`src/rtl/hpc3_rnd_feeder.sv`:
```
// Randomness gearbox feeding the masked HPC3 AND gadgets: re-slices PRNG words into RND_W-bit chunks.
// Optional RND_STARVE_CNT_EN adds a saturating starvation counter output.
module hpc3_rnd_feeder #(
    parameter  int unsigned d        = 2,
    parameter  int unsigned NGADGETS = 1,
    parameter  int unsigned IN_W     = 32,
    localparam int unsigned RND_W    = NGADGETS * d * (d - 1),
    localparam int unsigned CAP      = RND_W + IN_W
) (
    input  logic             clk,
    input  logic             rst,
    input  logic [IN_W-1:0]  in_data,
    input  logic             in_valid,
    output logic             in_ready,
    input  logic             flush,
    output logic [RND_W-1:0] out_rnd,
    output logic             out_valid,
`ifdef RND_STARVE_CNT_EN
    output logic [15:0]      starve_cnt,
`endif
    input  logic             out_ready
);

    localparam int unsigned CW = $clog2(CAP + 1);

    logic [CAP-1:0] buf_q, buf_d, buf_shifted, word_ext;
    logic [CW-1:0]  cnt_q, cnt_d, cnt1;
    logic           cons, prod;

    assign out_valid = (cnt_q >= CW'(RND_W));
    assign in_ready  = (cnt_q <= CW'(RND_W));
    assign out_rnd   = buf_q[RND_W-1:0];
    assign cons      = out_valid & out_ready;
    assign prod      = in_valid & in_ready;
    assign word_ext  = {{RND_W{1'b0}}, in_data};

    // Consume first, then append the new word directly above the surviving bits.
    always_comb begin
        buf_shifted = buf_q;
        cnt1        = cnt_q;
        if (cons) begin
            buf_shifted = buf_q >> RND_W;
            cnt1        = cnt_q - CW'(RND_W);
        end
        buf_d = buf_shifted;
        cnt_d = cnt1;
        if (prod) begin
            buf_d = buf_shifted | (word_ext << cnt1);
            cnt_d = cnt1 + CW'(IN_W);
        end
        if (flush) begin
            buf_d = '0;
            cnt_d = '0;
        end
    end

    always_ff @(posedge clk or posedge rst) begin
        if (rst) begin
            buf_q <= '0;
            cnt_q <= '0;
        end else begin
            buf_q <= buf_d;
            cnt_q <= cnt_d;
        end
    end

`ifdef RND_STARVE_CNT_EN
    logic [15:0] starve_q, starve_d;

    always_comb begin
        starve_d = starve_q;
        if (flush)
            starve_d = '0;
        else if (out_ready && !out_valid && (starve_q != '1))
            starve_d = starve_q + 16'd1;
    end

    always_ff @(posedge clk or posedge rst) begin
        if (rst) starve_q <= '0;
        else     starve_q <= starve_d;
    end

    assign starve_cnt = starve_q;
`endif

    // Fill level stays in range and nothing stale sits above it.
    a_cnt_range: assert property (@(posedge clk) disable iff (rst) cnt_q <= CW'(CAP));
    a_clean_top: assert property (@(posedge clk) disable iff (rst) (buf_q >> cnt_q) == '0);

endmodule

```
`config.mk`:
```
export PLATFORM = sky130hd
export DESIGN_NAME = hpc3_rnd_feeder
export DESIGN_NICKNAME = d
export VERILOG_FILES = /design/src/rtl/hpc3_rnd_feeder.sv
export SDC_FILE = /design/constraint.sdc
export NUM_CORES = 1
export LEC_CHECK = 0
export CAP_MARGIN = 10
export CORE_UTILIZATION = 50
export DETAILED_ROUTE_END_ITERATION = 8
export HOLD_SLACK_MARGIN = 0.05
export PLACE_DENSITY = 0.74
export SETUP_SLACK_MARGIN = 0.5
export SYNTH_ARGS = -nofsm -noshare
export SYNTH_HDL_FRONTEND = slang
export SYNTH_SLANG_ARGS = --single-unit
```
`constraint.sdc`:
```
create_clock -name clk -period 7.9 [get_ports clk]
set_input_delay 1.58 -clock clk [delete_from_list [all_inputs] [get_ports clk]]
set_output_delay 1.58 -clock clk [all_outputs]
set_load 0.02 [all_outputs]
```
# [Word level (Yosys, flattened, before mapping)]
# Index checks and enable logic that the tools add are counted.
# W data, S select, Z words.
[totals] wordCells=16 in_bits=37 reg_bits=40
[op_classes] magnitude_cmp=2 n_shift=1 add_sub_neg=2 mux=6 n_bitwise=3
[ops] operator="$mux W34" n=3
[ops] operator="$or A34 B34 Y34" n=1
[ops] operator="$shl A32 B6 Y34" n=1
[ops] operator="$mux W6" n=3
[ops] operator="$add A6 B6 Y6 const B" n=1
[ops] operator="$ge A6 B2 Y1 const B" n=1
[ops] operator="$le A6 B2 Y1 const B" n=1
[ops] operator="$sub A6 B2 Y6 const B" n=1
[ops] operator="$and A1 B1 Y1" n=2

# [Longest topological paths before layout]
# Gate-level depths: netlist (run 1).
[depth] word_depth=7 mapped_depth=11 ltp_nobuf=8

# [Worst setup path before layout (run 1)]
# OpenSTA, ideal clock, no wires.
[synth_path] kind="input to register" startpoint="in out_ready" endpoint="reg buf_q[17]" setup_time_ps=132 path_stages=9 path_buffers=3 arrival_time_ps=3062 path_slack_ps=4706 cell_sequence="buf_2 nand2b_1 a22oi_1 buf_2 buf_4 mux2i_1 mux2i_1 a32oi_1 o21ai_1"
[synth_between] elab_chain_len=6
[synth_lines] element="start, declared" line_no="21" text="input logic out_ready"
[synth_lines] element="$and A1 B1 Y1 *" line_no="33" text="assign cons = out_valid & out_ready;"
[synth_lines] element="$mux W6" line_no="41" text="if (cons) begin"
[synth_lines] element="$shl A32 B6 Y34" line_no="48" text="buf_d = buf_shifted | (word_ext << cnt1);"
[synth_lines] element="$or A34 B34 Y34" line_no="48"
[synth_lines] element="$mux W34 *" line_no="47" text="if (prod) begin"
[synth_lines] element="$mux W34 *" line_no="51" text="if (flush) begin"
[synth_lines] element="net buf_d[17]" line_no="26" text="logic [CAP-1:0] buf_q, buf_d, buf_shifted, word_ext;"
[synth_lines] element="end signal, assigned" line_no="62" text="buf_q <= buf_d;"
[synth_lines] element="end, declared" line_no="26"
# Mark *: on every way through the listed nets, which the timed path passes. The rest lies on a longest branch.

# [Final worst setup path (run 1)]
[layout_path] startpoint="in out_ready" endpoint="reg buf_q[27]"
# Same word-level chain as after synthesis.

==> metrics.md, run 1 <==
| Metric | Value |
|---|---|
| Status | `complete, no violations` |
| Commonest register cell after synthesis | `sky130_fd_sc_hd__dfrtp_1` |
| Count of maximum capacitance violations | `0` |
| CTS root buffer | `sky130_fd_sc_hd__clkbuf_8` |
| Remaining routing DRC violations | `0` |
| Total power density per cell area | `358.5 nW/µm²` |
| Post-cts gate resize count | `0` |
| Leakage power figure | `0.001402 µW` |
| Max VDD drop | `0.2473 mV` |
| RSZ-0062 raised after global routing | `no` |
| Data arrival time of the critical path | `4650 ps` |
| Syn nets | `411` |
| Die area | `6317 µm²` |
| Post-synthesis instance area | `3002 µm²` |
| Endpoint class of the critical path | `flip-flop` |
| Total inserted antenna cells | `0` |
| Tightest slew margin relative to the limit | `21.27%` |
| Total iterations of the first detailed-routing run | `5` |
| Chip height | `79.48 µm` |
| Proportion of layout cells with a drive suffix above 1 | `8.397%` |
| Total of flip-flops plus latches after synthesis | `39` |
| Total number of nets in the final design | `430` |
| Total core area | `5642 µm²` |
| Antenna violations before repair | `0` |
| Top fanout value on the critical path | `28` |
| Total track usage | `27.65%` |
| Post-DP Area | `3364 µm²` |
| Finished Layout Cells | `465` |
| Worst-Margin Slew | `1181 ps` |
| Count of buffers from port buffering | `40` |
| Routed wl met2 | `3898 µm` |
| Crit share post-route | `56.80%` |
| Final Skew | `6.443 ps` |
| Detailed Route WL | `8242 µm` |
| R2r worst-path depth | `7` |
| CTS tree | `built` |
| I/O pin cnt | `41` |
| Class of the most critical setup path | `in2reg` |
| H-Tree Level Count | `2` |
| Layout fillers | `506` |
| EDFF count, synth | `0` |
| Antenna Violating Nets Remaining | `0` |
| Placement Rows | `27` |
| Warning count from the yosys run | `0` |
| Routability congestion estimate | `0.9122` |
| Clock-pin slew reported for the worst setup and hold paths after clock tree synthesis | `80 ps` |
| Final critical path time including I/O delays and setup | `4487 ps` |
| Class of the most critical hold timing path | `reg2reg` |
| Count of final max-slew check failures | `0` |
| Post-DR wirelength/cell | `17.72 µm` |
| Commonest cells after routing, fill and taps aside | `sky130_fd_sc_hd__nand2_1 (75), sky130_fd_sc_hd__clkdlybuf4s50_1 (40), sky130_fd_sc_hd__dfrtp_1 (39), sky130_fd_sc_hd__nor2_1 (32), sky130_fd_sc_hd__mux2i_1 (28)` |
| HPWL reported at the end of detailed placement | `5516 µm` |
| Number of distinct library cell variants in the gate-level netlist after synthesis | `54` |
| Cell depth of the worst min-delay path | `2` |
| Core Util, Final | `61.48%` |
| Total vias in the final route | `2943` |
| Type of element launching the critical path | `input port` |
| Highest metal layer with signal wires | `met4` |
| Setup-failing EPs final | `0` |
| Sinks on Clock Net | `39` |
| Via density per instance | `6.329` |
| Fmax achieved | `0.2229 GHz` |
| CP required | `8060 ps` |
| Global-route wire length before repair | `13630 µm` |
| Final Hold Vio Count | `0` |
| Sequential share of the synthesized area | `32.51%` |
| Total setup buffers inserted after CTS | `0` |
| Mean Syn Cell Area | `8.047 µm²` |
| Starting Density | `53.20%` |
| Total non-filler cell area in the finished layout | `3468 µm²` |
| Remaining Overflow, GRT | `0` |
| Clock latency at the later pin of the worst-skew pair | `300 ps` |
| DRC marker count from the first detailed-route iteration | `248` |
| M1 WL | `3621 µm` |
| Largest net degree at the start of global routing | `42` |
| Fraction of synthesis flops using an asynchronous set or reset pin | `100.0%` |
| Number of cells produced by synthesis | `373` |
| Placed Cells | `457` |
| Vias in the first global route | `2762` |
| Detail Route met3 WL | `607 µm` |
| TritonCTS buffer count | `5` |
| Area added between synthesis and finish | `15.55%` |
| Sum of negative setup slack | `0 ps` |
| Die width | `79.48 µm` |
| Most common cell after layout, fill and taps aside | `sky130_fd_sc_hd__nand2_1` |
| Buffers from clock root to sink, at most | `2` |
| Number of hold buffers added after CTS | `0` |
-- final cells by class --
cell class,instances,area [µm²],area share [%]
Multi-Input combinational cell,295,1842,53.10
Sequential cell,39,975.9,28.14
Timing Repair Buffer,44,430.4,12.41
Inverter,7,26.28,0.7576
Clock buffer,7,96.34,2.778
Clock inverter,1,7.507,0.2164
Tap cell,72,90.09,2.597
-- sequential cells by signal, summed over array words and instances, names as in the netlist --
register  cells
buf_q        34
cnt_q         5
-- report_power, final --
group	leakage [µW]	internal, µW	switching [µW]
logic	0.000829	299	451
clock network	0.0000505	79.6	76.9
registers	0.000522	277	58.8
-- final timing paths --
check | to | slack (ps) | start
setup / recovery | buf_q[27] | 3410 | out_ready
hold reg to reg | buf_q[33] | 500 | buf_q[33]
hold / removal | buf_q[33] | 500 | buf_q[33]
max in group asynchronous | buf_q[33] | 5840 | rst
min in group asynchronous | buf_q[10] | 1710 | rst
setup reg to reg | buf_q[32] | 4930 | cnt_q[1]
-- per-layer routing --
layer	track usage (%)	vias to the layer above
met5	0	-
met1	38.01	1421
met4	7.818	0
met2	44.19	122
li1	-	1390
met3	4.914	10
-- cells in the mapped netlist, types with 2 or more instances --
master                       n  area (µm²)
sky130_fd_sc_hd__a22oi_1     3       22.52
sky130_fd_sc_hd__o21bai_1    4       30.03
sky130_fd_sc_hd__a22o_1      4       35.03
sky130_fd_sc_hd__nand4_1     3       18.77
sky130_fd_sc_hd__nand2_1    75       281.5
sky130_fd_sc_hd__nand3_1    12       60.06
sky130_fd_sc_hd__o32ai_1     5       43.79
sky130_fd_sc_hd__a2bb2oi_1   2       17.52
sky130_fd_sc_hd__o21ai_2     2       17.52
sky130_fd_sc_hd__a211oi_1    2       15.01
sky130_fd_sc_hd__dfrtp_1    39       975.9
sky130_fd_sc_hd__nor3_1      4       20.02
sky130_fd_sc_hd__nor2b_1     4       25.02
sky130_fd_sc_hd__o21ai_1     7       35.03
sky130_fd_sc_hd__clkbuf_1   13       48.80
sky130_fd_sc_hd__mux2i_1    28       280.3
sky130_fd_sc_hd__a31oi_1    23       143.9
sky130_fd_sc_hd__mux2_1      5       56.30
sky130_fd_sc_hd__o21ai_0    16       80.08
sky130_fd_sc_hd__a21oi_1    13       65.06
sky130_fd_sc_hd__mux2_2      9       101.4
sky130_fd_sc_hd__buf_2      12       60.06
sky130_fd_sc_hd__a221oi_1    4       35.03
sky130_fd_sc_hd__or3_1       3       18.77
sky130_fd_sc_hd__buf_4       3       22.52
sky130_fd_sc_hd__nor2_1     32       120.1
sky130_fd_sc_hd__inv_1       6       22.52
sky130_fd_sc_hd__o211ai_1    6       45.04
sky130_fd_sc_hd__and2_1      2       12.51
sky130_fd_sc_hd__o31ai_1     3       22.52
sky130_fd_sc_hd__buf_6       3       33.78
sky130_fd_sc_hd__nand2b_1    4       25.02
-- critical path: stages --
cell	delay [ps]
sky130_fd_sc_hd__clkdlybuf4s50_1	860
sky130_fd_sc_hd__o41ai_2	260
sky130_fd_sc_hd__o21ai_2	950
sky130_fd_sc_hd__mux2_2	460
sky130_fd_sc_hd__mux2_2	270
sky130_fd_sc_hd__o211ai_1	150
sky130_fd_sc_hd__a31oi_1	110
-- per-stage QoR --
step / setup slack, ps / hold WS (ps) / power [µW]
6_report: 3413 / 498.5 / 1243
5_1_grt: 3224 / 500.3 / 1336
4_1_cts: 3466 / 494.5 / 1237
3_5_place_dp: 3160 / 475.0 / 1079
3_3_place_gp: 3263 / 482.5 / 1065
2_1_floorplan: 4706 / 448.4 / 916.7
-- cells by family (layout without fill, tap and decap cells) --
kind of cell	count (synthesis)	in the layout	synth area share, %
adder cells (fa/ha/maj)	1	1	0.4168
flip-flops	39	39	32.51
XOR/XNOR	1	1	0.2918
AO/OA/AOI/OAI	105	105	24.18
buffers and inverters	39	59	6.502
multiplexers	42	42	14.59
AND/OR/NAND/NOR	146	146	21.51
No activity file was read; power rests on OpenSTA's default activity.
==> inputs of run 2 (changes only) <==
- PLACE_DENSITY: 0.74 -> 0.77
- clock period: 7.9 -> 4.1 ns (I/O delays scaled with it)
==> run 2 against run 1 <==
Clock skew shrank 3.0 ps. Sequential cell count is the same. Critical path depth is 1 higher. Sequential power rose by 93%. Worst setup slack worse by 2400 ps. Cell area grew 1.7%. Clock power grew 65%. Register-to-register slack lost 3600 ps. Worst hold slack got worse by 11 ps. Combinational power increased by 100%.
==> metrics.md, run 2 (synthesized netlist as in run 1, its figures left out) <==
| Metric | Value |
|---|---|
| CTS tree | `built` |
| Leakage power figure | `0.001447 µW (+3.2%)` |
| Data arrival time of the critical path | `3230 ps (-1420 ps)` |
| Startpoint of the worst setup timing path | `out_ready` |
| Total setup buffers inserted after CTS | `0 (unchanged)` |
| Setup-failing EPs final | `0 (unchanged)` |
| Chip height | `79.48 µm (unchanged)` |
| Area added between synthesis and finish | `17.55%` |
| Count of final max-slew check failures | `0 (unchanged)` |
| Class of the most critical hold timing path | `reg2reg` |
| R2r worst-path depth | `7 (unchanged)` |
| Starting Density | `53.20% (unchanged)` |
| R2R Setup Slk | `1340 ps (-3590 ps)` |
| Sinks on Clock Net | `39 (unchanged)` |
| CP required | `4260 ps (-3800 ps)` |
| Antenna Violating Nets Remaining | `0 (unchanged)` |
| Die width | `79.48 µm (unchanged)` |
| Total track usage | `28.57% (+0.93 points)` |
| Type of element launching the critical path | `input port` |
| Count of buffers from port buffering | `40 (unchanged)` |
| Final Hold Vio Count | `0 (unchanged)` |
| Fmax achieved | `0.3251 GHz` |
| Die area | `6317 µm² (unchanged)` |
| Total core area | `5642 µm² (unchanged)` |
| Largest net degree at the start of global routing | `38 (-9.5%)` |
| Final Skew | `3.439 ps (-3.004 ps)` |
| Start point of the worst min-delay path | `buf_q[33]` |
| Total power density per cell area | `686.9 nW/µm² (+92%)` |
| Most frequent cell on the critical path | `sky130_fd_sc_hd__mux2_1` |
| Class of the most critical setup path | `in2reg` |
| Total iterations of the first detailed-routing run | `5 (unchanged)` |
| Post-DR wirelength/cell | `17.88 µm (+0.89%)` |
| CTS root buffer | `sky130_fd_sc_hd__clkbuf_8` |
| RSZ-0062 raised after global routing | `no` |
| Proportion of layout cells with a drive suffix above 1 | `10.40% (+2.0 points)` |
| Slowest CP cell | `sky130_fd_sc_hd__clkdlybuf4s50_1` |
| DRC marker count from the first detailed-route iteration | `260 (+4.8%)` |
| Delay of the slowest cell on the worst path | `600 ps (-350 ps)` |
| Total inserted antenna cells | `0 (unchanged)` |
| Flip-flop count of the largest register, all copies and words added | `34 (unchanged)` |
| Vias in the first global route | `2772 (+0.36%)` |
| Total number of nets in the final design | `441 (+2.6%)` |
| Crit share post-route | `75.04%` |
| Routability congestion estimate | `0.9319 (+2.2%)` |
| Placement Rows | `27 (unchanged)` |
| Count of maximum capacitance violations | `0 (unchanged)` |
| Endpoint class of the critical path | `flip-flop` |
| Cells along the critical path | `clkdlybuf4s50_1 > nor2b_1 > a21oi_4 > buf_4 > mux2_1 > mux2_1 > o21ai_0 > a31oi_1` |
| Remaining routing DRC violations | `0 (unchanged)` |
| Tightest slew margin relative to the limit | `34.92% (+14 points)` |
| Via density per instance | `6.223 (-1.7%)` |
| Status | `complete, no violations` |
| H-Tree Level Count | `2 (unchanged)` |
| Worst setup path endpoint | `buf_q[22]` |
| Global-route wire length before repair | `13990 µm (+2.6%)` |
| Critical R2R Capture | `buf_q[22]` |
| Sum of negative setup slack | `0 ps (unchanged)` |
| Total vias in the final route | `2962 (+0.65%)` |
| Final critical path time including I/O delays and setup | `3076 ps` |
| Core Util, Final | `62.54% (+1.1 points)` |
| TritonCTS buffer count | `5 (unchanged)` |
| Buffers from clock root to sink, at most | `2 (unchanged)` |
| Most common cell after layout, fill and taps aside | `sky130_fd_sc_hd__nand2_1` |
| Detailed Route WL | `8512 µm (+3.3%)` |
| Worst reg2reg startpoint | `cnt_q[3]` |
| Max VDD drop | `0.4527 mV (+83%)` |
| Register containing the most flip-flops in the final layout | `buf_q` |
| Worst-Margin Slew | `975.2 ps (-205.6 ps)` |
| Layout fillers | `503 (-0.59%)` |
| Top Registers | `buf_q (34), cnt_q (5)` |
| Cell depth of the worst min-delay path | `2 (unchanged)` |
| Post-cts gate resize count | `0 (unchanged)` |
| Commonest cells after routing, fill and taps aside | `sky130_fd_sc_hd__nand2_1 (75), sky130_fd_sc_hd__clkdlybuf4s50_1 (40), sky130_fd_sc_hd__dfrtp_1 (39), sky130_fd_sc_hd__nor2_1 (32), sky130_fd_sc_hd__mux2i_1 (28)` |
| I/O pin cnt | `41 (unchanged)` |
| Area taken by multi-input logic gates | `1842 µm² (unchanged)` |
| Remaining Overflow, GRT | `0 (unchanged)` |
| HPWL reported at the end of detailed placement | `6117 µm (+11%)` |
| Clock latency at the later pin of the worst-skew pair | `290 ps (about the same)` |
| Clock-pin slew reported for the worst setup and hold paths after clock tree synthesis | `80 ps (about the same)` |
| Top fanout value on the critical path | `12 (-57%)` |
| Register area | `975.9 µm² (unchanged)` |
| Antenna violations before repair | `0 (unchanged)` |
| Number of hold buffers added after CTS | `0 (unchanged)` |
## run 2: where the power goes
part	switching, µW	internal, µW
sequential	113	534
combinational	890	630
clock	137	120
## run 2: layout make-up
type | instances | area share, %
Inverter | 7 | 0.7447
Tap cell | 72 | 2.553
Clock inverter | 1 | 0.1418
Clock buffer | 7 | 2.163
Multi-Input combinational cell | 295 | 52.20
Sequential cell | 39 | 27.66
Timing Repair Buffer | 55 | 14.54
## run 2: how the worst min path moves through the flow
stage / endpoint / slack, ps
finish: buf_q[33] / 490
CTS: buf_q[33] / 490
global placement: buf_q[33] / 470
global route: buf_q[32] / 530
floorplan: buf_q[33] / 450
detailed placement: buf_q[33] / 470
## run 2: stage by stage
step	hold WS [ps]	area (µm²)	total power, µW	instances	setup WS [ps]
floorplan	448.4	3002	1766	373	1613
global placement	468.2	3447	2128	468	815.3
detailed placement	473.2	3447	2148	468	748.7
CTS	492.8	3528	2410	476	1055
global route	531.4	3528	2605	476	880.7
finish	487.8	3528	2424	476	1024
## run 2: worst max-delay path, delay by kind of cell
| kind | cells | cell delay [ps] |
|---|---|---|
| AOI/OAI and AO/OA | 3 | 650 |
| buffers and inverters | 2 | 860 |
| muxes | 2 | 620 |
| and+or+nand+nor | 1 | 280 |
## run 2: routing by layer
| layer | global-route usage, % | vias to the layer above | wire length (µm) |
|---|---|---|---|
| li1 | - | 1405 | - |
| met5 | 0 | - | 0 |
| met2 | 45.38 | 122 | 3908 |
| met4 | 7.455 | 0 | 121 |
| met3 | 4.686 | 13 | 628 |
| met1 | 40.01 | 1422 | 3853 |
==> patch: new RTL, settings of run 1 <==
Build with the macro `RND_STARVE_CNT_EN` defined.
--- a/src/rtl/hpc3_rnd_feeder.sv
+++ b/src/rtl/hpc3_rnd_feeder.sv
@@ -1,5 +1,7 @@
 // Randomness gearbox feeding the masked HPC3 AND gadgets: re-slices PRNG words into RND_W-bit chunks.
 // Optional RND_STARVE_CNT_EN adds a saturating starvation counter output.
+`define RND_STARVE_CNT_EN
+
 module hpc3_rnd_feeder #(
     parameter  int unsigned d        = 2,
     parameter  int unsigned NGADGETS = 1,
Formal check against the unedited RTL (old outputs only; new: starve_cnt): equivalent (equiv_simple and equiv_induct, registers matched by name and starting in step).
==> patch against run 1 <==
  * Critical endpoint is now buf_q[12]
  * Sequential cell count up 16
  * Total power shrank 1.3%
  * Maximum frequency rose by 3.3%
  * Wire length rose by 17%
  * Global-route usage is 1.3 points lower
  * Synthesized area grew 23%
  * Worst setup slack better by 0.14 ns
  * Non-clock buffer count increased by 18
  * Design area grew 25%
==> patch: results (changes against run 1) <==
{
  "status": "completed",
  "detailroute.wirelength.met2": {"value": 4541, "unit": "µm", "change": "+16%"},
  "layout.buffer.nonclock.area_share": {"value": 13.80, "unit": "%", "change": "+1.4 points"},
  "number_of_global_route_vias_before_repair": {"value": 3289, "change": "+19%"},
  "synth_common_cells": "89 x sky130_fd_sc_hd__nand2_1, 55 x sky130_fd_sc_hd__dfrtp_1, 44 x sky130_fd_sc_hd__nor2_1, 42 x sky130_fd_sc_hd__mux2i_1, 25 x sky130_fd_sc_hd__a31oi_1",
  "p_int": {"value": 679.3, "unit": "µW", "change": "+3.5%"},
  "grt_start_max_net_pins": {"value": 57, "change": "+36%"},
  "cp_slowest_cell": "sky130_fd_sc_hd__clkdlybuf4s50_1",
  "fillCellCount": {"value": 626, "change": "+24%"},
  "non_filler_cells_in_the_finished_layout": {"value": 572, "change": "+23%"},
  "dp_cells": {"value": 564, "change": "+23%"},
  "num-nonclk-buffers": {"value": 62, "change": "+41%"},
  "cp.arrival": {"value": 4.54, "unit": "ns", "change": "-0.11 ns"},
  "io_buffers": {"value": 56, "change": "+40%"},
  "drt_first_pass_iters": {"value": 6, "change": "+1"},
  "inverters_excl_clock": {"value": 8, "change": "+1"},
  "reg2reg_slack": {"value": 4.91, "unit": "ns", "change": "-0.02 ns"},
  "timing.final.ws_setup": {"value": 3.557, "unit": "ns", "change": "+0.1443 ns"},
  "detailedPlace.worstSlack": {"value": 3.266, "unit": "ns", "change": "+0.1058 ns"},
  "gr-usage-met1": {"value": 37.89, "unit": "%", "change": "-0.12 points"},
  "route.vias.total": {"value": 3514, "change": "+19%"},
  "seq_area_share": {"value": 31.63, "unit": "%", "change": "+3.5 points"},
  "worstMarginPinSlew": {"value": 1.122, "unit": "ns", "change": "-0.05887 ns"},
  "place.gp.congestion": {"value": 0.8998, "change": "-1.4%"},
  "wl_met1": {"value": 4373, "unit": "µm", "change": "+21%"},
  "min-delay-start": "buf_q[31]"
}
-- patch: cell types whose count changed after synthesis, sizes merged, moves of 6 or more --
cell / delta
dfrtp: +16
mux2i: +15
nand2: +14
nor2: +12
mux2: -10
buf: -7
xor2: +7
clkbuf: +6
o211ai: -6
-- patch: cell families after synthesis --
| family | Yosys count | synth area share, % |
|---|---|---|
| XOR/XNOR | 12 | 2.850 |
| flip-flops | 55 | 37.33 |
| adder cells (fa/ha/maj) | 2 | 0.6785 |
| multiplexers | 48 | 13.61 |
| AND/OR/NAND/NOR | 185 | 22.36 |
| buffers and inverters | 39 | 4.920 |
| AO/OA/AOI/OAI | 96 | 18.26 |
-- patch: power by group through the flow --
stage | registers [mW] | logic [mW] | clock network, mW
floorplan | 0.396 | 0.484 | 0
global placement | 0.406 | 0.628 | 0
detailed placement | 0.409 | 0.643 | 0
CTS | 0.404 | 0.644 | 0.170
global route | 0.415 | 0.711 | 0.179
finish | 0.406 | 0.654 | 0.168
